--- src/rtl/fetch_align_unit_pkg.sv ---
// Shared types and helpers for the RV32IC fetch/align unit.
package fetch_align_unit_pkg;

  localparam int unsigned XLEN = 32;
  localparam logic [XLEN-1:0] RESET_PC_DEFAULT = 32'h0000_0000;

  typedef logic [15:0] halfword_t;

  // Fetch sequencer: idle for one cycle after reset, then free-running.
  typedef enum logic {
    ST_IDLE = 1'b0,
    ST_RUN  = 1'b1
  } fetch_state_t;

  // A halfword starts a 16-bit instruction unless its two LSBs are both set.
  function automatic logic is_rvc(halfword_t h);
    return h[1:0] != 2'b11;
  endfunction

endpackage

--- src/rtl/fetch_align_unit_if.sv ---
// Fetch unit bus bundle: imem read port, execute redirect, decode output.
// master = fetch unit side, slave = memory/execute/decode side.
interface fetch_align_unit_if;

  logic        imem_req;
  logic [31:0] imem_addr;
  logic        imem_ready;
  logic        imem_rvalid;
  logic [31:0] imem_rdata;

  logic        redir_valid;
  logic [31:0] redir_pc;

  logic        instr_valid;
  logic        instr_ready;
  logic [31:0] instr_o;
  logic [31:0] instr_pc;
  logic        instr_is_c;

  modport master (
    output imem_req, imem_addr,
    input  imem_ready, imem_rvalid, imem_rdata,
    input  redir_valid, redir_pc,
    output instr_valid, instr_o, instr_pc, instr_is_c,
    input  instr_ready
  );

  modport slave (
    input  imem_req, imem_addr,
    output imem_ready, imem_rvalid, imem_rdata,
    output redir_valid, redir_pc,
    input  instr_valid, instr_o, instr_pc, instr_is_c,
    output instr_ready
  );

endinterface

--- src/rtl/fetch_align_unit_hw_fifo.sv ---
// Halfword FIFO with up to two pushes and two pops per cycle and a flush.
// Entries are kept head-aligned (index 0 = oldest) so the two head
// halfwords come straight from flops.
module hw_fifo
  import fetch_align_unit_pkg::*;
#(
  parameter  int unsigned DEPTH = 6,
  localparam int unsigned CW    = $clog2(DEPTH + 1),
  localparam int unsigned IW    = $clog2(DEPTH)
) (
  input  logic            clk,
  input  logic            rst,
  input  logic            flush,
  input  logic [1:0]      push_n,
  input  halfword_t [1:0] push_hw,
  input  logic [1:0]      pop_n,
  output logic [CW-1:0]   count,
  output halfword_t [1:0] head
);

  halfword_t [DEPTH-1:0] mem_q, mem_d;
  logic [CW-1:0]         count_q, count_d;
  int unsigned           keep;

  // Next contents: shift out popped entries, append pushes behind survivors.
  always_comb begin
    keep    = 32'(count_q) - 32'(pop_n);
    mem_d   = mem_q;
    count_d = count_q;
    if (flush) begin
      count_d = '0;
    end else begin
      count_d = count_q - CW'(pop_n) + CW'(push_n);
      for (int unsigned i = 0; i < DEPTH; i++) begin
        if (i < keep) begin
          if (i + 32'(pop_n) < DEPTH) mem_d[IW'(i)] = mem_q[IW'(i + 32'(pop_n))];
        end else if (i - keep < 32'(push_n)) begin
          mem_d[IW'(i)] = push_hw[1'(i - keep)];
        end
      end
    end
  end

  // Storage and occupancy registers.
  always_ff @(posedge clk or posedge rst) begin
    if (rst) begin
      mem_q   <= '0;
      count_q <= '0;
    end else begin
      mem_q   <= mem_d;
      count_q <= count_d;
    end
  end

  // Head view for the aligner.
  always_comb begin
    count   = count_q;
    head[0] = mem_q[0];
    head[1] = mem_q[1];
  end

endmodule

--- src/rtl/fetch_align_unit.sv ---
// RV32IC instruction fetch: issues word reads, buffers halfwords, aligns
// 16/32-bit instructions for decode and handles execute-stage redirects.
module fetch_align_unit
  import fetch_align_unit_pkg::*;
#(
  parameter logic [31:0] RESET_PC  = RESET_PC_DEFAULT,
  parameter int unsigned BUF_HW    = 6,
  parameter int unsigned MAX_OUTST = 2
) (
  input  logic               clk,
  input  logic               rst,
  fetch_align_unit_if.master bus
);

  localparam int unsigned CW = $clog2(BUF_HW + 1);
  localparam int unsigned OW = $clog2(MAX_OUTST + 1);

  fetch_state_t    state_q, state_d;
  logic [XLEN-1:0] fetch_addr_q;
  logic [XLEN-1:0] pc_q;
  logic [OW-1:0]   outst_q, outst_d;
  logic [OW-1:0]   drop_q;
  logic            skip_lo_q;

  logic [CW-1:0]   fifo_count;
  halfword_t [1:0] head;
  halfword_t [1:0] push_hw;
  logic [1:0]      push_n, pop_n;
  logic            head_c, avail, can_issue, req, accept, rsp, resp_keep, xfer;

  hw_fifo #(.DEPTH(BUF_HW)) u_hw_fifo (
    .clk     (clk),
    .rst     (rst),
    .flush   (bus.redir_valid),
    .push_n  (push_n),
    .push_hw (push_hw),
    .pop_n   (pop_n),
    .count   (fifo_count),
    .head    (head)
  );

  // Sequencer next state and issue permission (room for all in-flight words plus one).
  always_comb begin
    state_d   = state_q;
    can_issue = 1'b0;
    case (state_q)
      ST_IDLE: state_d = ST_RUN;
      ST_RUN:  can_issue = (32'(outst_q) < MAX_OUTST) &&
                           (BUF_HW - 32'(fifo_count) >= 2 * (32'(outst_q) + 1));
      default: state_d = ST_IDLE;
    endcase
  end

  // Request, response filtering, alignment and FIFO push/pop control.
  always_comb begin
    head_c     = is_rvc(head[0]);
    avail      = head_c ? (fifo_count != '0) : (fifo_count >= CW'(2));
    req        = can_issue && !bus.redir_valid;
    accept     = req && bus.imem_ready;
    // Responses with nothing outstanding predate a reset and are ignored.
    rsp        = bus.imem_rvalid && (outst_q != '0);
    resp_keep  = rsp && (drop_q == '0) && !bus.redir_valid;
    xfer       = avail && bus.instr_ready && !bus.redir_valid;
    push_n     = 2'd0;
    push_hw[0] = bus.imem_rdata[15:0];
    push_hw[1] = bus.imem_rdata[31:16];
    if (resp_keep) begin
      if (skip_lo_q) begin
        push_n     = 2'd1;
        push_hw[0] = bus.imem_rdata[31:16];
      end else begin
        push_n = 2'd2;
      end
    end
    pop_n   = xfer ? (head_c ? 2'd1 : 2'd2) : 2'd0;
    outst_d = outst_q + OW'(accept) - OW'(rsp);
  end

  // PC, fetch address, outstanding/drop counters and redirect handling.
  always_ff @(posedge clk or posedge rst) begin
    if (rst) begin
      state_q      <= ST_IDLE;
      fetch_addr_q <= RESET_PC & 32'hFFFF_FFFC;
      pc_q         <= RESET_PC;
      outst_q      <= '0;
      drop_q       <= '0;
      skip_lo_q    <= RESET_PC[1];
    end else begin
      state_q <= state_d;
      outst_q <= outst_d;
      if (bus.redir_valid) begin
        fetch_addr_q <= bus.redir_pc & 32'hFFFF_FFFC;
        pc_q         <= bus.redir_pc & 32'hFFFF_FFFE;
        skip_lo_q    <= bus.redir_pc[1];
        drop_q       <= outst_d;
      end else begin
        if (accept) fetch_addr_q <= fetch_addr_q + 32'd4;
        if (xfer) pc_q <= pc_q + (head_c ? 32'd2 : 32'd4);
        if (rsp && (drop_q != '0)) drop_q <= drop_q - OW'(1);
        if (resp_keep) skip_lo_q <= 1'b0;
      end
    end
  end

  // Output drive: instruction view of the FIFO head plus registered PC.
  always_comb begin
    bus.imem_req    = req;
    bus.imem_addr   = fetch_addr_q;
    bus.instr_valid = avail;
    bus.instr_is_c  = avail && head_c;
    bus.instr_pc    = pc_q;
    bus.instr_o     = '0;
    if (avail) bus.instr_o = head_c ? {16'h0000, head[0]} : {head[1], head[0]};
  end

endmodule
--- src/flat_wrapper.sv ---
// flat-port wrapper written by rule: the top's interface ports become plain ports
module fetch_align_unit_flat import fetch_align_unit_pkg::*;
#(
  parameter logic [31:0] RESET_PC  = RESET_PC_DEFAULT,
  parameter int unsigned BUF_HW    = 6,
  parameter int unsigned MAX_OUTST = 2
)
  (clk, rst, bus_imem_req, bus_imem_addr, bus_imem_ready, bus_imem_rvalid, bus_imem_rdata, bus_redir_valid, bus_redir_pc, bus_instr_valid, bus_instr_o, bus_instr_pc, bus_instr_is_c, bus_instr_ready);
  fetch_align_unit_if bus_i ();
  input  logic clk;
  input  logic rst;
  output wire logic [$bits(bus_i.imem_req)-1:0] bus_imem_req;
  output wire logic [$bits(bus_i.imem_addr)-1:0] bus_imem_addr;
  input wire logic [$bits(bus_i.imem_ready)-1:0] bus_imem_ready;
  input wire logic [$bits(bus_i.imem_rvalid)-1:0] bus_imem_rvalid;
  input wire logic [$bits(bus_i.imem_rdata)-1:0] bus_imem_rdata;
  input wire logic [$bits(bus_i.redir_valid)-1:0] bus_redir_valid;
  input wire logic [$bits(bus_i.redir_pc)-1:0] bus_redir_pc;
  output wire logic [$bits(bus_i.instr_valid)-1:0] bus_instr_valid;
  output wire logic [$bits(bus_i.instr_o)-1:0] bus_instr_o;
  output wire logic [$bits(bus_i.instr_pc)-1:0] bus_instr_pc;
  output wire logic [$bits(bus_i.instr_is_c)-1:0] bus_instr_is_c;
  input wire logic [$bits(bus_i.instr_ready)-1:0] bus_instr_ready;
  assign bus_imem_req = bus_i.imem_req;
  assign bus_imem_addr = bus_i.imem_addr;
  assign bus_i.imem_ready = bus_imem_ready;
  assign bus_i.imem_rvalid = bus_imem_rvalid;
  assign bus_i.imem_rdata = bus_imem_rdata;
  assign bus_i.redir_valid = bus_redir_valid;
  assign bus_i.redir_pc = bus_redir_pc;
  assign bus_instr_valid = bus_i.instr_valid;
  assign bus_instr_o = bus_i.instr_o;
  assign bus_instr_pc = bus_i.instr_pc;
  assign bus_instr_is_c = bus_i.instr_is_c;
  assign bus_i.instr_ready = bus_instr_ready;
  fetch_align_unit #(.RESET_PC(RESET_PC), .BUF_HW(BUF_HW), .MAX_OUTST(MAX_OUTST)) u_core (.clk(clk), .rst(rst), .bus(bus_i));
endmodule
--- config.mk ---
export PLATFORM = sky130hd
export DESIGN_NAME = fetch_align_unit_flat
export DESIGN_NICKNAME = d
export VERILOG_FILES = /design/src/rtl/fetch_align_unit_pkg.sv /design/src/rtl/fetch_align_unit_if.sv /design/src/rtl/fetch_align_unit_hw_fifo.sv /design/src/rtl/fetch_align_unit.sv /design/src/flat_wrapper.sv
export SDC_FILE = /design/constraint.sdc
export NUM_CORES = 1
export LEC_CHECK = 0
export CAP_MARGIN = 10
export CORE_AREA = 4 4 158 160
export CTS_BUF_LIST = sky130_fd_sc_hd__clkbuf_8
export CTS_CLUSTER_DIAMETER = 200
export DETAILED_ROUTE_END_ITERATION = 6
export DIE_AREA = 0 0 162 164
export GPL_TIMING_DRIVEN = 1
export PLACE_DENSITY_LB_ADDON = 0.05
export SYNTH_ARGS = -nofsm -noshare
export SYNTH_HDL_FRONTEND = slang
export SYNTH_SLANG_ARGS = --single-unit
--- constraint.sdc ---
create_clock -name clk -period 15.7 [get_ports clk]
set_input_delay 3.925 -clock clk [delete_from_list [all_inputs] [get_ports clk]]
set_output_delay 3.925 -clock clk [all_outputs]
set_load 0.005 [all_outputs]
; ---- Word-level counts from Yosys, hierarchy flattened
; Index checks and enable logic that the tools add are counted.
[totals]
in_bits = 70
register_bits = 169
[classes]
n_reduce_logical = 31
mux = 62
bitwise = 1
magnitude_cmp = 33
eq_ne = 7
n_addsub = 21
[op_table]
columns = op, n
row1 = $mux W16, 38
row2 = $bmux W16 S3, 5
row3 = $lt A32 B2 Y1, 6
row4 = $mux W32, 6
row5 = $lt A32 B3 Y1 const B, 5
row6 = $lt A1 B32 Y1 const A, 2
row7 = $lt A2 B32 Y1 const A, 2
row8 = $lt A3 B32 Y1 const A, 2
row9 = $sub A1 B32 Y32 const A, 2
row10 = $sub A2 B32 Y32 const A, 2
row11 = $sub A3 B32 Y32 const A, 2
row12 = $add A32 B3 Y32 const B, 1
row13 = $add A32 B32 Y32, 1
row14 = $bmux W16 S2, 1
row15 = $ge A32 B32 Y1, 1
row16 = $reduce_bool A2 Y1, 12
row17 = $lt A3 B4 Y1 const B, 5
row18 = $reduce_and A3 Y1, 6
row19 = $lt A1 B2 Y1 const B, 6
row20 = $mux W2, 6
row21 = $ne A2 B1 Y1 const B, 6
row22 = $logic_and A1 B1 Y1, 10
row23 = $add A3 B2 Y4 const A, 2
row24 = $add A2 B2 Y3 const A, 2
row25 = other kinds (20), 24

; ---- Longest topological paths before layout
; Gate-level depths: netlist (run 1).
[depth]
word_depth = 11
mapped_depth = 24

; ---- Cells and area by module
; From an unflattened synthesis (run 1), not the netlist that was laid out.
[unflattened]
cells_unflattened = 1326
hier_area_um2 = 12919.9
[modules_own_cells]
columns = mod, area_per_inst_um2, cells_each, seq_area_each_um2, instances
row1 = hw_fifo, 8251.7, 822, 2477.4, 1
row2 = fetch_align_unit, 4668.2, 504, 1676.6, 1

; ---- Worst setup path after synthesis (run 1)
; Ideal clock, no wire load.
[synth_timing]
path_kind = input to output
start = input bus_redir_valid
end = output bus_imem_req
stages = 5
n_path_buf = 3
path_slack_ns = 6.835
arrival_time_ns = 4.940
required_ns = 11.775
path_cell_list = buf_2 inv_1 clkbuf_1 clkbuf_1 o2111a_1
[synth_via]
elab_chain_cells = 2
[synth_rtl]
columns = item, line_no
row1 = start: declaration, flat_wrapper.sv:17  ; input wire logic [$bits(bus_i.redir_valid)-1:0] bus_redir_valid;
row2 = $logic_not A1 Y1, fetch_align_unit.sv:58  ; req = can_issue && !bus.redir_valid;
row3 = $logic_and A1 B1 Y1, fetch_align_unit.sv:58
row4 = end: declaration, flat_wrapper.sv:12  ; output wire logic [$bits(bus_i.imem_req)-1:0] bus_imem_req;
; No other way between the ends.

; ---- Worst setup path in the final report (run 1)
[layout_timing]
start = input bus_redir_valid
end = register u_core.u_hw_fifo.mem_q (netlist bit u_core.u_hw_fifo.head[18])
[layout_via]
elab_chain_cells = 9
word_cells_on_any_way = 23
cone_classes = add/sub: 3 / order compare: 3 / eq/ne: 1 / mux: 10 / bitwise: 1 / reduce/logical: 5
[layout_rtl]
columns = item, line_no
row1 = "parallel branches: the longest is 9 deep, another holds $sub A1 B32 Y32", n/a
row2 = end signal: assignment, fetch_align_unit_hw_fifo.sv:50  ; mem_q <= mem_d;
row3 = end: declaration, fetch_align_unit_hw_fifo.sv:21  ; halfword_t [DEPTH-1:0] mem_q, mem_d;
; Several ways; the timed one is not identified. The select of a mux whose other input is x is not followed.
; A chain may end at the register's enable or synchronous reset.

==> out/metrics.cfg, run 1 <==
[clocking]
cts_made_buffers = 17
clock-sinks = 166
cts_resized = 0
cts_max_level = 4
cts_tree = built
clk_pin_slew_ns = 0.11
clk_path_buf_depth = 2
root_buffer = clkbuf_8
ctsHoldBuffers = 0
cts_setup_buffers = 0
clock_latency_ns = 0.47

[sta]
slew_headroom = 0.180
setup_violations = 0
setup_tns_ns = 0
period_needed_ns = 10.06
timing.hold.ws_ns = 0.528
drv_slew = 0
finalWorstSetupSlack_ns = 5.64
max_freq_ghz = 0.0994
clock_skew_ns = 0.0202
final_hold_viol_count = 0
rsz0062_at_grt = false
worst_pin_slew_ns = 1.22
finalCritPeriodShare = 0.641

[flow_run]
max_cap_viol_count = 0

[yosys]
synth_edf_count = 0
ys_seq_elements = 166
synth_cells = 1432
syn_avg_cell_area_um2 = 8.95
yosys_warnings = 0
ys_types = 82
synthArstFlopShare = 1.00
netlist_area_um2 = 12800
synth_top_area_frac = 0.324
yosysTopAreaCell = dfrtp_1
synth-main-ff-cell = dfrtp_1
yosys-top-cells-area = dfrtp_1, mux4_2, ha_1, nand2_1, mux2_2
ys_seq_area_frac = 0.324

[finish]
layout_commonest_cell = dfrtp_1
nets = 1668
area_growth_pct = 17.6
nFillCells = 2034
fin_cells = 1870
final_area_um2 = 15100
drive_gt1_frac = 0.114
final_cell_mix = dfrtp_1, clkdlybuf4s50_1, nand2_1, nor2_1, a21oi_1

[drt]
met2_length_mm = 20.3
vias_per_cell = 6.79
via_count = 12688
wl_met1_mm = 17.5
route.final.wire_length_mm = 44.9
drc_errors = 0
highest_layer = met4
wire_per_inst_um = 24.0
wl_met3_mm = 5.51
drt-initial-drc-count = 1666
drtAntennaViolNets = 0
drt_first_pass_iters = 6

[setup_path]
crit_family = simple AND/OR/NAND/NOR gates
r2r_start = u_core.u_hw_fifo.head[0]
crit_slowest_cell = nand3_1
slowest_delay_ns = 1.08
crit_arrival_ns = 10.37
crit_buf_inv = 6
path_cells = clkdlybuf4s50_1, buf_4, nand2b_1, nor3_2, ha_1, inv_1, fa_1, xnor2_1, nor2_1, nand2_1, inv_1, ha_1, buf_4, clkinv_1, nand3_1, and2_1, o31ai_1
critPathRequiredTime_ns = 16.00
crit_path_max_fanout = 40
end_kind = flop
crit_start = bus_redir_valid
path_class = input pin to flop
cp-start-kind = input pin

[power_and_ir_drop]
share_seq_of_total_power = 0.239
pwr_density_cell_nw_per_um2 = 212
p_int_mw = 1.55
leakagePower_nw = 5.95
p_switching_mw = 1.65
vdd_drop_max_uv = 166
pwr-share-clk = 0.101
sw_frac_of_total = 0.515
comb_power_share = 0.660

[place]
hpwl_mm = 28.0
place_inst = 1837
port_buffers = 164
place_ws_ns = 5.57
placed_cell_area_um2 = 14700
place_congestion = 0.902

[global_routing]
grt_max_degree = 91
grt_pass1_vias = 12257
grt_pass1_wl_mm = 69.4
track_usage = 0.336
antenna_found_initial = 2
grt_overflow = 0

[floorplan]
initial_core_util = 0.548
die_h_um = 164
die_area_um2 = 26600
core_area_um2 = 23400
io_pins = 169
rows = 56
die_w_um = 162

[status]
status = completed

[min_path]
hold_start = u_core.u_hw_fifo.mem_q[52]
hold_class = flop to flop

==> routing by layer <==
layer  up-vias  GRT usage
li1       5580          -
met4         0      0.123
met2       812      0.526
met1      6148      0.452
met5         -          0
met3       148     0.0891
==> power by group through the flow <==
stage / combinational (mW) / sequential (mW) / clock (mW)
3_5_place_dp: 2.05 / 0.760 / 0
6_report: 2.11 / 0.766 / 0.324
3_3_place_gp: 1.99 / 0.755 / 0
2_1_floorplan: 1.40 / 0.697 / 0
5_1_grt: 2.28 / 0.785 / 0.346
4_1_cts: 2.06 / 0.755 / 0.326
==> synthesized netlist by cell type (19+ instances only) <==
library cell    n
a211oi_1       49
a21oi_1        75
a22o_1         29
a31oi_1        70
and2_1         34
clkbuf_1       79
dfrtp_1       166
ha_1           57
inv_1          47
mux2_2         44
mux4_2         42
nand2_1       146
nand3_1        44
nand4_1        40
nor2_1        129
nor2b_1        22
o21ai_0        39
o31ai_1        58
xnor2_1        19
xor2_1         22
==> cell families (layout without fill, tap and decap cells) <==
logic type | after synthesis | count (layout) | share of synthesized area
AO/OA/AOI/OAI | 410 | 410 | 0.224
XOR/XNOR | 42 | 42 | 0.0298
adder cells (fa/ha/maj) | 61 | 61 | 0.0619
buffers and inverters | 157 | 273 | 0.0504
flip-flops | 166 | 166 | 0.324
multiplexers | 93 | 93 | 0.118
other | 2 | 5 | 0.000586
AND/OR/NAND/NOR | 501 | 501 | 0.192
==> flip-flops by register name, indices dropped and copies added, names as in the netlist <==
signal,flops
u_core.u_hw_fifo.mem_q,64
u_core.u_hw_fifo.head,32
u_core.bus.instr_pc,31
u_core.bus.imem_addr,30
u_core.u_hw_fifo.count,3
u_core.drop_q,2
u_core.outst_q,2
u_core.skip_lo_q,1
u_core.state_q,1
==> worst paths after layout <==
kind / endpoint / slack [ns] / cells past startpoint
worst min register to register: u_core.u_hw_fifo.mem_q[52] / 0.53 / 2
max in group asynchronous: u_core.u_hw_fifo.head[1] / 10.19 / 3
worst max-delay path: u_core.u_hw_fifo.head[18] / 5.64 / 17
worst max register to register: u_core.u_hw_fifo.head[18] / 8.73 / 17
worst min-delay path: u_core.u_hw_fifo.mem_q[52] / 0.53 / 2
min in group asynchronous: u_core.u_hw_fifo.mem_q[74] / 3.94 / 2
==> metrics by stage <==
stage | power (mW) | utilization
final | 3.20 | 0.644
after global routing | 3.41 | 0.644
after CTS | 3.14 | 0.644
after detailed placement | 2.81 | 0.627
after global placement | 2.74 | 0.627
after floorplan | 2.10 | -
==> final cells by class <==
type	count	area, um2	area share
well taps	319	399	0.0265
flip-flops and latches	166	4150	0.276
diodes	1	2.50	0.000166
clock inverters	15	165	0.0110
repair buffers	191	1840	0.122
clock buffers	17	234	0.0155
multi-input cells	1111	8080	0.536
inverters	50	193	0.0128
==> worst register-to-register path: stages, from the launching register on <==
cell and delay, ns:
dfrtp_1 0.49, nand2_1 0.11, buf_4 0.36, inv_2 0.35, nor3_2 0.45, ha_1 0.28, inv_1 0.07, fa_1 0.44
xnor2_1 0.24, nor2_1 0.40, nand2_1 0.14, inv_1 0.08, ha_1 0.14, buf_4 0.32, clkinv_1 0.76, nand3_1 1.09
and2_1 0.88, o31ai_1 0.22
No activity file was read; power rests on OpenSTA's default activity.
==> inputs of run 2 (changes only) <==
Clock period 15.7 ns to 9.8 ns, I/O delays scaled along.
==> run 2 against run 1 <==
Power increased by 61%. Cell count increased by 0.48%. Routed wire length decreased by 0.73%. Sequential power increased by 59%. Register-to-register slack got worse by 5.3 ns. Flip-flop and latch count unchanged. Via count decreased by 0.11%. Clock power increased by 72%. Core utilization increased by 0.36 points. Sequential share of layout area decreased by 0.15 points. Critical path type unchanged. Largest cell class unchanged.
==> out/metrics.cfg, run 2 (synthesis gave the netlist of run 1 again) <==
[status]
status = completed  ; unchanged

[floorplan]
die_w_um = 162  ; unchanged
rows = 56  ; unchanged
core_area_um2 = 23400  ; unchanged
initial_core_util = 0.548  ; unchanged
die_h_um = 164  ; unchanged
die_area_um2 = 26600  ; unchanged
io_pins = 169  ; unchanged

[place]
hpwl_mm = 28.2  ; was 28.0 mm
port_buffers = 164  ; unchanged
place_congestion = 0.898  ; was 0.902
place_inst = 1845  ; was 1837

[global_routing]
track_usage = 0.335  ; was 0.336
grt_max_degree = 86  ; was 91
antenna_found_initial = 2  ; unchanged
grt_overflow = 0  ; unchanged
grt_pass1_vias = 12268  ; about the same
grt_pass1_wl_mm = 69.4  ; about the same

[flow_run]
max_cap_viol_count = 0  ; unchanged

[setup_path]
ff2ff_path_depth = 15  ; was 17
crit_start = bus_redir_valid  ; unchanged
critPathCapture = u_core.u_hw_fifo.head[24]  ; was u_core.u_hw_fifo.head[18]
r2r_slack_ns = 3.43  ; was 8.73 ns
critPathRequiredTime_ns = 10.14  ; was 16.00 ns
path_class = input pin to flop  ; unchanged
crit_path_max_fanout = 39  ; was 40
r2r_start = u_core.u_hw_fifo.count[2]  ; was u_core.u_hw_fifo.head[0]
cp-start-kind = input pin  ; unchanged
rr_endpoint = u_core.u_hw_fifo.head[24]  ; was u_core.u_hw_fifo.head[18]
end_kind = flop  ; unchanged
crit_arrival_ns = 8.39  ; was 10.37 ns

[power_and_ir_drop]
pwr_density_cell_nw_per_um2 = 341  ; was 212 nW/um2
leakagePower_nw = 6.00  ; was 5.95 nW
power.total_mw = 5.17  ; was 3.20 mW
vdd_drop_max_uv = 220  ; was 166 uV

[clocking]
clk_path_buf_depth = 2  ; unchanged
cts_max_level = 4  ; unchanged
cts_made_buffers = 17  ; unchanged
clock-sinks = 166  ; unchanged
cts_setup_buffers = 0  ; unchanged
cts_resized = 0  ; unchanged
ctsHoldBuffers = 0  ; unchanged
cts_tree = built  ; unchanged
clock_latency_ns = 0.49  ; was 0.47 ns
root_buffer = clkbuf_8  ; unchanged
clk_pin_slew_ns = 0.11  ; about the same

[drt]
drtAntennaViolNets = 0  ; unchanged
drt_first_pass_iters = 6  ; unchanged
wire_per_inst_um = 23.7  ; was 24.0 um
via_count = 12674  ; about the same
route.final.wire_length_mm = 44.6  ; was 44.9 mm
drt-initial-drc-count = 1723  ; was 1666
vias_per_cell = 6.75  ; was 6.79
drc_errors = 0  ; unchanged

[sta]
drv_slew = 0  ; unchanged
period_needed_ns = 8.06
setup_tns_ns = 0  ; unchanged
final_hold_viol_count = 0  ; unchanged
worst_pin_slew_ns = 1.24  ; was 1.22 ns
max_freq_ghz = 0.124
setup_violations = 0  ; unchanged
finalCritPeriodShare = 0.822
clock_skew_ns = 0.0213  ; was 0.0202 ns
slew_headroom = 0.176  ; was 0.180
rsz0062_at_grt = false  ; unchanged
timing.hold.ws_ns = 0.523  ; was 0.528 ns

[finish]
fin_cells = 1879  ; was 1870
nFillCells = 2008  ; was 2034
drive_gt1_frac = 0.116  ; was 0.114
final_cell_mix = dfrtp_1, clkdlybuf4s50_1, nand2_1, nor2_1, a21oi_1  ; unchanged
layout_commonest_cell = dfrtp_1  ; unchanged
largest_register_ffs = 64  ; unchanged
area_growth_pct = 18.3  ; was 17.6%
nets = 1676  ; was 1668
regMostFlops = u_core.u_hw_fifo.mem_q  ; unchanged

[min_path]
hold_class = flop to flop  ; unchanged
hold_depth = 2  ; unchanged

-- run 2: layer usage --
metal | track usage | share of wire
met1 | 0.457 | 0.40
met4 | 0.121 | 0.035
met2 | 0.517 | 0.45
met3 | 0.0898 | 0.11
met5 | 0 | 0
-- run 2: where the power goes --
| part | internal, mW | switching, mW |
|---|---|---|
| Sequential | 0.924 | 0.300 |
| Combinational | 1.37 | 2.02 |
| Clock | 0.224 | 0.332 |
-- run 2: layout make-up --
cell class	count	area, um2	share of cell area
repair buffers	199	1900	0.126
inverters	50	193	0.0127
clock inverters	15	203	0.0134
flip-flops and latches	166	4150	0.274
diodes	2	5.00	0.000330
well taps	319	399	0.0263
clock buffers	17	234	0.0154
multi-input cells	1111	8070	0.532
-- run 2: worst min path at each step --
stage	slack [ns]	to	from
floorplan	0.47	u_core.u_hw_fifo.mem_q[48]	u_core.u_hw_fifo.mem_q[48]
global placement	0.49	u_core.u_hw_fifo.mem_q[63]	u_core.u_hw_fifo.mem_q[63]
detailed placement	0.50	u_core.u_hw_fifo.mem_q[57]	u_core.u_hw_fifo.mem_q[57]
CTS	0.52	u_core.u_hw_fifo.mem_q[57]	u_core.u_hw_fifo.mem_q[57]
global route	0.55	u_core.u_hw_fifo.mem_q[51]	u_core.u_hw_fifo.mem_q[51]
finish	0.52	u_core.u_hw_fifo.mem_q[55]	u_core.u_hw_fifo.mem_q[55]
-- run 2: critical path, cell delays in order --
cell             delay, ns
clkdlybuf4s50_1       0.48
buf_4                 0.32
nor2b_1               0.16
buf_4                 0.36
nand2_2               0.14
ha_1                  0.31
nor2b_1               0.27
nor2_1                0.14
inv_1                 0.48
nand2_1               0.15
inv_1                 0.09
ha_1                  0.14
buf_4                 0.31
clkinv_1              0.79
nand3_1               0.34
buf_4                 0.36
and2_1                0.86
o31ai_1               0.22
-- run 2: per-stage QoR --
stage	worst slack, ns	util	area [um2]
4_1_cts	2.03	0.648	15200
3_5_place_dp	1.54	0.629	14700
2_1_floorplan	2.62	-	12800
3_3_place_gp	1.58	0.629	14700
6_report	1.74	0.648	15200
5_1_grt	1.55	0.648	15200
